`config.mk`:
```
export PLATFORM = sky130hd
export DESIGN_NAME = dmem_ctrl_flat
export DESIGN_NICKNAME = d
export VERILOG_FILES = /design/src/rtl/dmem_pkg.sv /design/src/rtl/dmem_if.sv /design/src/rtl/dmem_lane_align.sv /design/src/rtl/dmem_ctrl.sv /design/src/flat_wrapper.sv
export SDC_FILE = /design/constraint.sdc
export NUM_CORES = 1
export LEC_CHECK = 0
export CAP_MARGIN = 20
export CORE_ASPECT_RATIO = 1.4
export CORE_MARGIN = 4
export CORE_UTILIZATION = 40
export CTS_CLUSTER_DIAMETER = 120
export DETAILED_ROUTE_END_ITERATION = 6
export PLACE_DENSITY_LB_ADDON = 0.12
export SETUP_SLACK_MARGIN = 0.2
export SYNTH_ARGS = -nofsm -noshare
export SYNTH_HDL_FRONTEND = slang
export SYNTH_SLANG_ARGS = --single-unit
```
`constraint.sdc`:
```
create_clock -name clk -period 3.61 [get_ports clk]
set_input_delay 1.083 -clock clk [delete_from_list [all_inputs] [get_ports clk]]
set_output_delay 1.083 -clock clk [all_outputs]
set_load 0.01 [all_outputs]
```
`src/rtl/dmem_pkg.sv`:
```
// Shared types and constants for the data-memory controller.
// Optional MMIO window is enabled with DMEM_MMIO_EN.
package dmem_pkg;

  typedef enum logic [2:0] {
    IDLE,
    WR,
    RD_ISSUE,
    RD_WAIT,
    DONE,
    MMIO_WAIT
  } state_t;

  localparam logic [15:0] MMIO_BASE_HI = 16'hFFFF;

  localparam logic [3:0] WE_B = 4'b0001;
  localparam logic [3:0] WE_H = 4'b0011;
  localparam logic [3:0] WE_W = 4'b1111;

  localparam int ERR_REQ = 0;
  localparam int ERR_OVR = 1;

endpackage

```
`src/rtl/dmem_if.sv`:
```
// Core-side request/response bundle of the data-memory controller.
// The core is the master, the controller the slave.
interface dmem_if;
  logic        req_load;
  logic [3:0]  req_we;
  logic [31:0] req_addr;
  logic [31:0] req_wdata;
  logic [31:0] rsp_rdata;
  logic        rsp_done;
  logic        rsp_err;
  logic        busy;

  modport master (
    output req_load, req_we, req_addr, req_wdata,
    input  rsp_rdata, rsp_done, rsp_err, busy
  );

  modport slave (
    input  req_load, req_we, req_addr, req_wdata,
    output rsp_rdata, rsp_done, rsp_err, busy
  );
endinterface

```
`src/rtl/dmem_lane_align.sv`:
```
// Byte-lane steering: store mask/data shift, load rotate,
// and detection of stores that would straddle a word.
module dmem_lane_align
  import dmem_pkg::*;
(
  input  logic [3:0]  we,
  input  logic [31:0] wdata,
  input  logic [1:0]  wr_off,
  input  logic [31:0] rdata,
  input  logic [1:0]  rd_off,
  output logic [3:0]  we_sh,
  output logic [31:0] wdata_sh,
  output logic [31:0] rdata_rot,
  output logic        misalign
);

  logic [63:0] rd_dbl;

  assign we_sh    = we << wr_off;
  assign wdata_sh = wdata << {wr_off, 3'b000};
  assign rd_dbl   = {rdata, rdata} >> {rd_off, 3'b000};
  assign rdata_rot = rd_dbl[31:0];

  always_comb begin
    misalign = 1'b0;
    unique case (1'b1)
      (we == WE_H): misalign = (wr_off == 2'd3);
      (we == WE_W): misalign = (wr_off != 2'd0);
      default:      misalign = 1'b0;
    endcase
  end

endmodule

```
`src/rtl/dmem_ctrl.sv`:
```
// Data-memory controller between the core memory stage and a BRAM.
// Define DMEM_MMIO_EN to route 0xFFFF_xxxx to the MMIO port.
module dmem_ctrl
  import dmem_pkg::*;
#(
  parameter int ADDR_W   = 16,
  parameter int BRAM_LAT = 2
) (
  input  logic              clk,
  input  logic              rstn,
  dmem_if.slave             bus,
  output logic [1:0]        err_sticky,
  output logic              bram_en,
  output logic [3:0]        bram_we,
  output logic [ADDR_W-1:0] bram_addr,
  output logic [31:0]       bram_wdata,
  input  logic [31:0]       bram_rdata,
  output logic              mmio_req,
  output logic [3:0]        mmio_we,
  output logic [15:0]       mmio_addr,
  output logic [31:0]       mmio_wdata,
  input  logic [31:0]       mmio_rdata,
  input  logic              mmio_ack
);

  state_t state, state_n;
  logic [2:0] cnt, cnt_n;
  logic r_load, r_err;
  logic [3:0] r_we;
  logic [ADDR_W+1:0] r_addr;
  logic [31:0] r_wdata, rdata_q;
  logic [1:0] sticky;
  logic strobe, conflict, misal, bad;
  logic win, accept, rd_last, mmio_go;
  logic [3:0] we_sh;
  logic [31:0] wdata_sh, rd_src, rd_rot;
  logic unused_in;

  assign strobe   = bus.req_load | (|bus.req_we);
  assign conflict = bus.req_load & (|bus.req_we);
  assign bad      = conflict | misal;
  assign accept   = strobe & (state == IDLE);
  assign rd_last  = (state == RD_WAIT)
                  & (cnt == 3'(BRAM_LAT - 1));

`ifdef DMEM_MMIO_EN
  assign win     = (bus.req_addr[31:16] == MMIO_BASE_HI);
  assign mmio_go = mmio_ack;
  assign rd_src  = (state == MMIO_WAIT) ? mmio_rdata
                                        : bram_rdata;
`else
  assign win     = 1'b0;
  assign mmio_go = 1'b0;
  assign rd_src  = bram_rdata;
`endif

  assign unused_in = ^{mmio_rdata, mmio_ack,
                       bus.req_addr[31:ADDR_W+2]};

  dmem_lane_align u_align (
    .we       (bus.req_we),
    .wdata    (bus.req_wdata),
    .wr_off   (bus.req_addr[1:0]),
    .rdata    (rd_src),
    .rd_off   (r_addr[1:0]),
    .we_sh    (we_sh),
    .wdata_sh (wdata_sh),
    .rdata_rot(rd_rot),
    .misalign (misal)
  );

  always_ff @(posedge clk) begin
    if (!rstn) begin
      state   <= IDLE;
      cnt     <= '0;
      r_load  <= 1'b0;
      r_err   <= 1'b0;
      r_we    <= '0;
      r_addr  <= '0;
      r_wdata <= '0;
      rdata_q <= '0;
      sticky  <= '0;
    end else begin
      state <= state_n;
      cnt   <= cnt_n;
      if (accept) begin
        r_load  <= bus.req_load & ~bad;
        r_err   <= bad;
        r_we    <= bad ? 4'b0000 : we_sh;
        r_addr  <= bus.req_addr[ADDR_W+1:0];
        r_wdata <= wdata_sh;
        if (bad) sticky[ERR_REQ] <= 1'b1;
      end
      if (strobe && state != IDLE)
        sticky[ERR_OVR] <= 1'b1;
      if (rd_last ||
          (state == MMIO_WAIT && mmio_go && r_load))
        rdata_q <= rd_rot;
    end
  end

  // Rejected requests still pass through WR (write
  // suppressed) so every store-shaped op completes alike.
  always_comb begin
    state_n = state;
    cnt_n   = cnt;
    unique case (state)
      IDLE: begin
        if (accept) begin
          if (bad)               state_n = WR;
          else if (win)          state_n = MMIO_WAIT;
          else if (bus.req_load) state_n = RD_ISSUE;
          else                   state_n = WR;
        end
      end
      WR: state_n = DONE;
      RD_ISSUE: begin
        state_n = RD_WAIT;
        cnt_n   = '0;
      end
      RD_WAIT: begin
        if (rd_last) state_n = DONE;
        else         cnt_n   = cnt + 3'd1;
      end
      MMIO_WAIT: if (mmio_go) state_n = DONE;
      DONE: state_n = IDLE;
      default: state_n = IDLE;
    endcase
  end

  always_comb begin
    bram_en    = 1'b0;
    bram_we    = 4'b0000;
    mmio_req   = 1'b0;
    mmio_we    = 4'b0000;
    mmio_addr  = 16'h0000;
    mmio_wdata = 32'h0;
    unique case (state)
      WR: begin
        bram_en = ~r_err;
        bram_we = r_we;
      end
      RD_ISSUE: bram_en = 1'b1;
`ifdef DMEM_MMIO_EN
      MMIO_WAIT: begin
        mmio_req   = 1'b1;
        mmio_we    = r_we;
        mmio_addr  = r_addr[15:0];
        mmio_wdata = r_wdata;
      end
`endif
      default: ;
    endcase
  end

  assign bram_addr     = r_addr[ADDR_W+1:2];
  assign bram_wdata    = r_wdata;
  assign bus.rsp_rdata = rdata_q;
  assign bus.rsp_done  = (state == DONE);
  assign bus.rsp_err   = (state == DONE) & r_err;
  assign bus.busy      = (state != IDLE);
  assign err_sticky    = sticky;

endmodule
```
`src/flat_wrapper.sv`:
```
// flat-port wrapper written by rule: the top's interface ports become plain ports
module dmem_ctrl_flat import dmem_pkg::*;
#(
  parameter int ADDR_W   = 16,
  parameter int BRAM_LAT = 2
)
  (clk, rstn, err_sticky, bram_en, bram_we, bram_addr, bram_wdata, bram_rdata, mmio_req, mmio_we, mmio_addr, mmio_wdata, mmio_rdata, mmio_ack, bus_req_load, bus_req_we, bus_req_addr, bus_req_wdata, bus_rsp_rdata, bus_rsp_done, bus_rsp_err, bus_busy);
  dmem_if bus_i ();
  input  logic clk;
  input  logic rstn;
  output logic [1:0] err_sticky;
  output logic bram_en;
  output logic [3:0] bram_we;
  output logic [ADDR_W-1:0] bram_addr;
  output logic [31:0] bram_wdata;
  input  logic [31:0] bram_rdata;
  output logic mmio_req;
  output logic [3:0] mmio_we;
  output logic [15:0] mmio_addr;
  output logic [31:0] mmio_wdata;
  input  logic [31:0] mmio_rdata;
  input  logic mmio_ack;
  input wire logic [$bits(bus_i.req_load)-1:0] bus_req_load;
  input wire logic [$bits(bus_i.req_we)-1:0] bus_req_we;
  input wire logic [$bits(bus_i.req_addr)-1:0] bus_req_addr;
  input wire logic [$bits(bus_i.req_wdata)-1:0] bus_req_wdata;
  output wire logic [$bits(bus_i.rsp_rdata)-1:0] bus_rsp_rdata;
  output wire logic [$bits(bus_i.rsp_done)-1:0] bus_rsp_done;
  output wire logic [$bits(bus_i.rsp_err)-1:0] bus_rsp_err;
  output wire logic [$bits(bus_i.busy)-1:0] bus_busy;
  assign bus_i.req_load = bus_req_load;
  assign bus_i.req_we = bus_req_we;
  assign bus_i.req_addr = bus_req_addr;
  assign bus_i.req_wdata = bus_req_wdata;
  assign bus_rsp_rdata = bus_i.rsp_rdata;
  assign bus_rsp_done = bus_i.rsp_done;
  assign bus_rsp_err = bus_i.rsp_err;
  assign bus_busy = bus_i.busy;
  dmem_ctrl #(.ADDR_W(ADDR_W), .BRAM_LAT(BRAM_LAT)) u_core (.clk(clk), .rstn(rstn), .bus(bus_i), .err_sticky(err_sticky), .bram_en(bram_en), .bram_we(bram_we), .bram_addr(bram_addr), .bram_wdata(bram_wdata), .bram_rdata(bram_rdata), .mmio_req(mmio_req), .mmio_we(mmio_we), .mmio_addr(mmio_addr), .mmio_wdata(mmio_wdata), .mmio_rdata(mmio_rdata), .mmio_ack(mmio_ack));
endmodule
```
==> impl_metrics.ini, run 1 <==
[clock_tree]
cts_htree_levels = 3
cts_inserted_buffers = 9
cts_hold_buffers = 0
cts_root_buf = clkbuf_16
cts_sinks = 95
cts_buffer_depth = 2
cts_tree = done
cts.clk_slew.worst_paths_ns = 0.07
clk_latency_ns = 0.34

[global_routing]
grt_pass1_wl_mm = 23.2
grtUsageTotal_pct = 18.9
overflow = 0
antenna_found_initial = 0
grt_max_degree = 49
grt_pass1_vias = 4477

[yosys]
ys.flop_type = dfxtp_1
ys_seq_area_share_pct = 35.6
synth_edf_count = 0
synthTopCellsByArea = dfxtp_1 (36%), mux4_2 (13%), buf_4 (10%)
synth_top_area_share_pct = 35.6
synth_most_common_cell = nand2_1
netlist_top_cells_count = nand2_1 (129), dfxtp_1 (95), a21oi_1 (75), buf_4 (71), mux4_2 (32)
async_flop_share_pct = 0
avgSynthCellArea_um2 = 8.88
syn_inst = 602
syn-cell-area_mm2 = 0.00535
synth_cell_type_count = 45
ys_ff_latch = 95
yosysWarnings = 0
yosysTopAreaCell = dfxtp_1

[die]
start_util_pct = 41.1
io_pins = 279
row_count = 49
coreArea_mm2 = 0.0130
die_h_um = 145
dieArea_mm2 = 0.0153
die_x_um = 106

[power]
p_leak_nw = 2.62
swShare_pct = 28.1
internal_power_w = 0.00210
ir_drop_v = 0.000248
p_switching_w = 0.000823
p_clk_share_pct = 35.6
power.density_mw_per_mm2 = 405
p_comb_share_pct = 24.4
p_seq_share_pct = 40.0

[sta]
clock_skew_ns = 0.00864
max_freq_ghz = 0.323
final_max_slew_viol_count = 0
tns_ns = 0
period_minus_slack_ns = 3.09
post-route-period-util_pct = 85.6
grt_setup_unrepaired = false
worst-slew-pin-transition_ns = 1.04
hold_viol_final = 0
relSlewSlack_pct = 30.2
finalSetupViolCount = 0

[routing]
met2_wirelength_mm = 7.35
drc = 0
met3WireLength_mm = 1.14
wl_mm = 14.8
firstDrtPassIters = 5
routedWlPerCell_um = 16.1
postRouteAntennaNets = 0
wl_met1_mm = 5.95
routed.top_layer = met4
dr_total_vias = 4611
via_per_inst = 5.01
drtIter0Drc = 183

[critical_path]
cp_num_cells = 4
critPathTopFamily = buffers and inverters
path_buf_inv = 2
cp-endpoint = bram_we[1]
worstReg2RegStart = u_core.cnt[0]
cp-start-kind = register
worstSetupStartpoint = u_core.state[0]
r2r_slack_ns = 1.38
path_max_fanout = 9
worstReg2RegEnd = u_core.bus.rsp_rdata[21]
crit_type = reg -> out
cpPeakStageDelay_ns = 0.55
critPathSlowestCell = clkdlybuf4s50_1
r2r_cells = 6
cp.arrival_ns = 2.01
path_cells = inv_1 > nor3_2 > and2_1 > clkdlybuf4s50_1
end_kind = output port
worstPathRequired_ns = 2.53

[layout]
drive_gt1_share_pct = 10.1
final_util_pct = 55.5
n_fill_cell = 1213
area_delta_synth_final_pct = 35.0
diodes = 0
fin_nets = 876

[worst_hold_path]
min_from = u_core.bus.rsp_rdata[16]
min_path_type = reg -> reg
holdPathStages = 2

[run_status]
status = completed

[placement]
io_buffers = 178
place.gp.congestion = 0.915
dp_hpwl_mm = 11.0

[flow_run]
drv_cap = 0
==> layer usage <==
layer | up-vias | track usage, %
met5 | - | 0
met4 | 0 | 6.75
met3 | 20 | 5.64
met2 | 172 | 33.0
met1 | 2171 | 22.2
li1 | 2248 | -
==> flip-flops by register name, summed over array words and instances (netlist names) <==
register / cells
u_core.err_sticky: 2
u_core.bram_wdata: 32
u_core.cnt: 3
u_core.r_err: 1
u_core.r_we: 4
u_core.r_addr: 18
u_core.state: 3
u_core.bus.rsp_rdata: 32
==> power by group through the flow <==
stage	registers (W)	logic, W	clock network [W]
final	0.00117	0.000714	0.00104
after global routing	0.00118	0.000775	0.00111
after CTS	0.00117	0.000718	0.00107
after detailed placement	0.00119	0.000715	0
after global placement	0.00119	0.000705	0
after floorplan	0.00119	0.000480	0
==> layout by cell type (no fill, tap or decap), types with 9 or more instances in the layout <==
cell type        count
a211oi_1             9
a21oi_1             75
clkbuf_16            9
clkdlybuf4s50_1    177
conb_1              53
dfxtp_1             94
mux2i_1             18
mux4_2              32
nand2_1            129
nor2_1              29
nor3_1              11
o211ai_1             9
==> how the worst min path moves through the flow <==
stage                                          end  slack [ns]
after global placement    u_core.bus.rsp_rdata[16]        0.44
after CTS                 u_core.bus.rsp_rdata[16]        0.45
after detailed placement     u_core.bram_wdata[11]        0.45
final                     u_core.bus.rsp_rdata[16]        0.45
after floorplan                  u_core.r_addr[10]        0.44
after global routing       u_core.bus.rsp_rdata[6]        0.47
==> metrics by stage <==
step                instance area (um2)  power (W)  hold WS, ns  std cells  setup slack [ns]
finish                             7220    0.00292        0.450        921             0.518
global route                       7220    0.00306        0.470        921             0.325
CTS                                7210    0.00296        0.454        921             0.351
detailed placement                 6890    0.00191        0.445        905             0.405
global placement                   6890    0.00190        0.438        905             0.442
floorplan                          5540    0.00167        0.437        654              1.23
==> cells by family (layout without fill, tap and decap cells) <==
group | count (synthesis) | after routing | synth area share, %
other | 1 | 53 | 0.0702
multiplexers | 58 | 58 | 18.5
buffers and inverters | 120 | 209 | 14.5
AND/OR/NAND/NOR | 205 | 205 | 16.9
flip-flops | 95 | 95 | 35.6
adder cells (fa/ha/maj) | 2 | 2 | 0.468
AO/OA/AOI/OAI | 121 | 121 | 13.9
==> layout make-up <==
cell class	instances	area (um2)	area share, %
clock buffers	10	229	3.17
clock inverters	6	92.6	1.28
inverters	5	18.8	0.260
multi-input cells	439	2870	39.8
flip-flops and latches	95	1900	26.4
well taps	178	223	3.09
repair buffers	188	1880	26.0
==> repair_timing <==
item,4_1_cts,5_1_grt
setup endpoints to repair,0,4
buffers inserted,0,0
gates resized for setup,0,1
==> tightest hold or removal path, delay by kind of cell (launching register included) <==
| family | cells | cell delay (ns) |
|---|---|---|
| DFF | 1 | 0.31 |
| and+or+nand+nor | 1 | 0.05 |
| AOI/OAI and AO/OA | 1 | 0.05 |
(Power assumes the default switching activity.)
==> run 2: changes to the inputs <==
SETUP_SLACK_MARGIN = unset   (was 0.2)
SKIP_LAST_GASP = 1   (was unset)
==> impl_metrics.ini, run 2 (synthesis results as in run 1) <==
[critical_path]
end_kind = output port
worstSetupStartpoint = u_core.state[0]
cp.arrival_ns = 2.12
cp-start-kind = register
worstReg2RegEnd = u_core.bus.rsp_rdata[21]
path_max_fanout = 9
worstReg2RegStart = u_core.cnt[0]
r2r_slack_ns = 1.38
crit_type = reg -> out
cp-endpoint = bram_we[1]
r2r_cells = 6
worstPathRequired_ns = 2.53

[placement]
io_buffers = 178
place.gp.congestion = 0.915
placedCellCount = 905
dp_hpwl_mm = 11.0

[global_routing]
grt_use_met1_pct = 22.2
top_usage_layer = met2
met3_usage_pct = 5.64
grt_pass1_vias = 4477
use_met2_pct = 33.0
overflow = 0
grtUsageTotal_pct = 18.9
grt_pass1_wl_mm = 23.2
grt_max_degree = 49
antenna_found_initial = 0

[routing]
via_per_inst = 5.00
routedWlPerCell_um = 16.1
wl_mm = 14.8
firstDrtPassIters = 5
drc = 0
postRouteAntennaNets = 0
dr_total_vias = 4608
drtIter0Drc = 168

[layout]
finalNonFillerCells = 921
drive_gt1_share_pct = 9.96
final_cell_mix = clkdlybuf4s50_1 (177), nand2_1 (129), dfxtp_1 (94)
ff_latch_area_mm2 = 0.00190
final_util_pct = 55.5
multi_input_area_mm2 = 0.00287
area_delta_synth_final_pct = 34.9
fin_nets = 876
diodes = 0
final_common_cell = clkdlybuf4s50_1
n_fill_cell = 1213

[sta]
tns_ns = 0
max_freq_ghz = 0.312
relSlewSlack_pct = 30.2
hold_viol_final = 0
final_max_slew_viol_count = 0
post-route-period-util_pct = 88.8
clock_skew_ns = 0.00862
grt_setup_unrepaired = false
period_minus_slack_ns = 3.21
worst-slew-pin-transition_ns = 1.04
finalSetupViolCount = 0

[clock_tree]
cts_hold_buffers = 0
cts_root_buf = clkbuf_16
cts_setup_buffers = 0
clk_latency_ns = 0.34
cts.clk_slew.worst_paths_ns = 0.07
cts_tree = done
cts_buffer_depth = 2
cts_resized = 0
cts_htree_levels = 3
cts_inserted_buffers = 9
cts_sinks = 95

[die]
start_util_pct = 41.1
coreArea_mm2 = 0.0130
io_pins = 279
die_h_um = 145
die_x_um = 106
dieArea_mm2 = 0.0153
row_count = 49

[run_status]
status = completed

[flow_run]
drv_cap = 0

[power]
power.density_mw_per_mm2 = 405
p_leak_nw = 2.62
ir_drop_v = 0.000248

[worst_hold_path]
min_path_type = reg -> reg
==> run 2: cell counts in the layout (fill, tap and decap cells not counted) <==
Identical to the previous run, type by type.
==> run 2: per-stage QoR <==
stage               worst slack (ns)  hold WS (ns)  power [W]  instance area (um2)
floorplan                       1.23         0.437    0.00167                 5540
global placement               0.442         0.438    0.00190                 6890
detailed placement             0.405         0.445    0.00191                 6890
CTS                            0.351         0.454    0.00296                 7210
global route                   0.167         0.470    0.00306                 7210
finish                         0.403         0.450    0.00292                 7210
==> run 2: layout make-up <==
| class | instances | area share [%] |
|---|---|---|
| multi-input cells | 439 | 39.8 |
| flip-flops and latches | 95 | 26.4 |
| repair buffers | 188 | 26.0 |
| clock buffers | 10 | 3.17 |
| well taps | 178 | 3.09 |
| clock inverters | 6 | 1.28 |
| inverters | 5 | 0.260 |
==> run 2: routing by layer <==
layer	vias up	routed length (um)
met4	0	359
li1	2248	-
met1	2163	5940
met3	20	1150
met2	177	7340
met5	-	0
==> run 2: how the worst min path moves through the flow <==
| stage | start | end | slack (ns) | cells past startpoint |
|---|---|---|---|---|
| global route | u_core.bus.rsp_rdata[6] | u_core.bus.rsp_rdata[6] | 0.47 | 2 |
| floorplan | u_core.r_addr[10] | u_core.r_addr[10] | 0.44 | 2 |
| global placement | u_core.bus.rsp_rdata[16] | u_core.bus.rsp_rdata[16] | 0.44 | 2 |
| CTS | u_core.bus.rsp_rdata[16] | u_core.bus.rsp_rdata[16] | 0.45 | 2 |
| detailed placement | u_core.bram_wdata[11] | u_core.bram_wdata[11] | 0.45 | 2 |
| finish | u_core.bus.rsp_rdata[16] | u_core.bus.rsp_rdata[16] | 0.45 | 2 |
==> run 2: critical path, cell delays in order, from the launching register on <==
cell	delay, ns
dfxtp_1	0.52
inv_1	0.17
nor3_1	0.36
and2_1	0.19
clkdlybuf4s50_1	0.55
==> run 2: where the power goes <==
group          switching [W]  internal (W)
Clock               0.000427      0.000613
Combinational       0.000340      0.000373
Sequential         0.0000546       0.00111
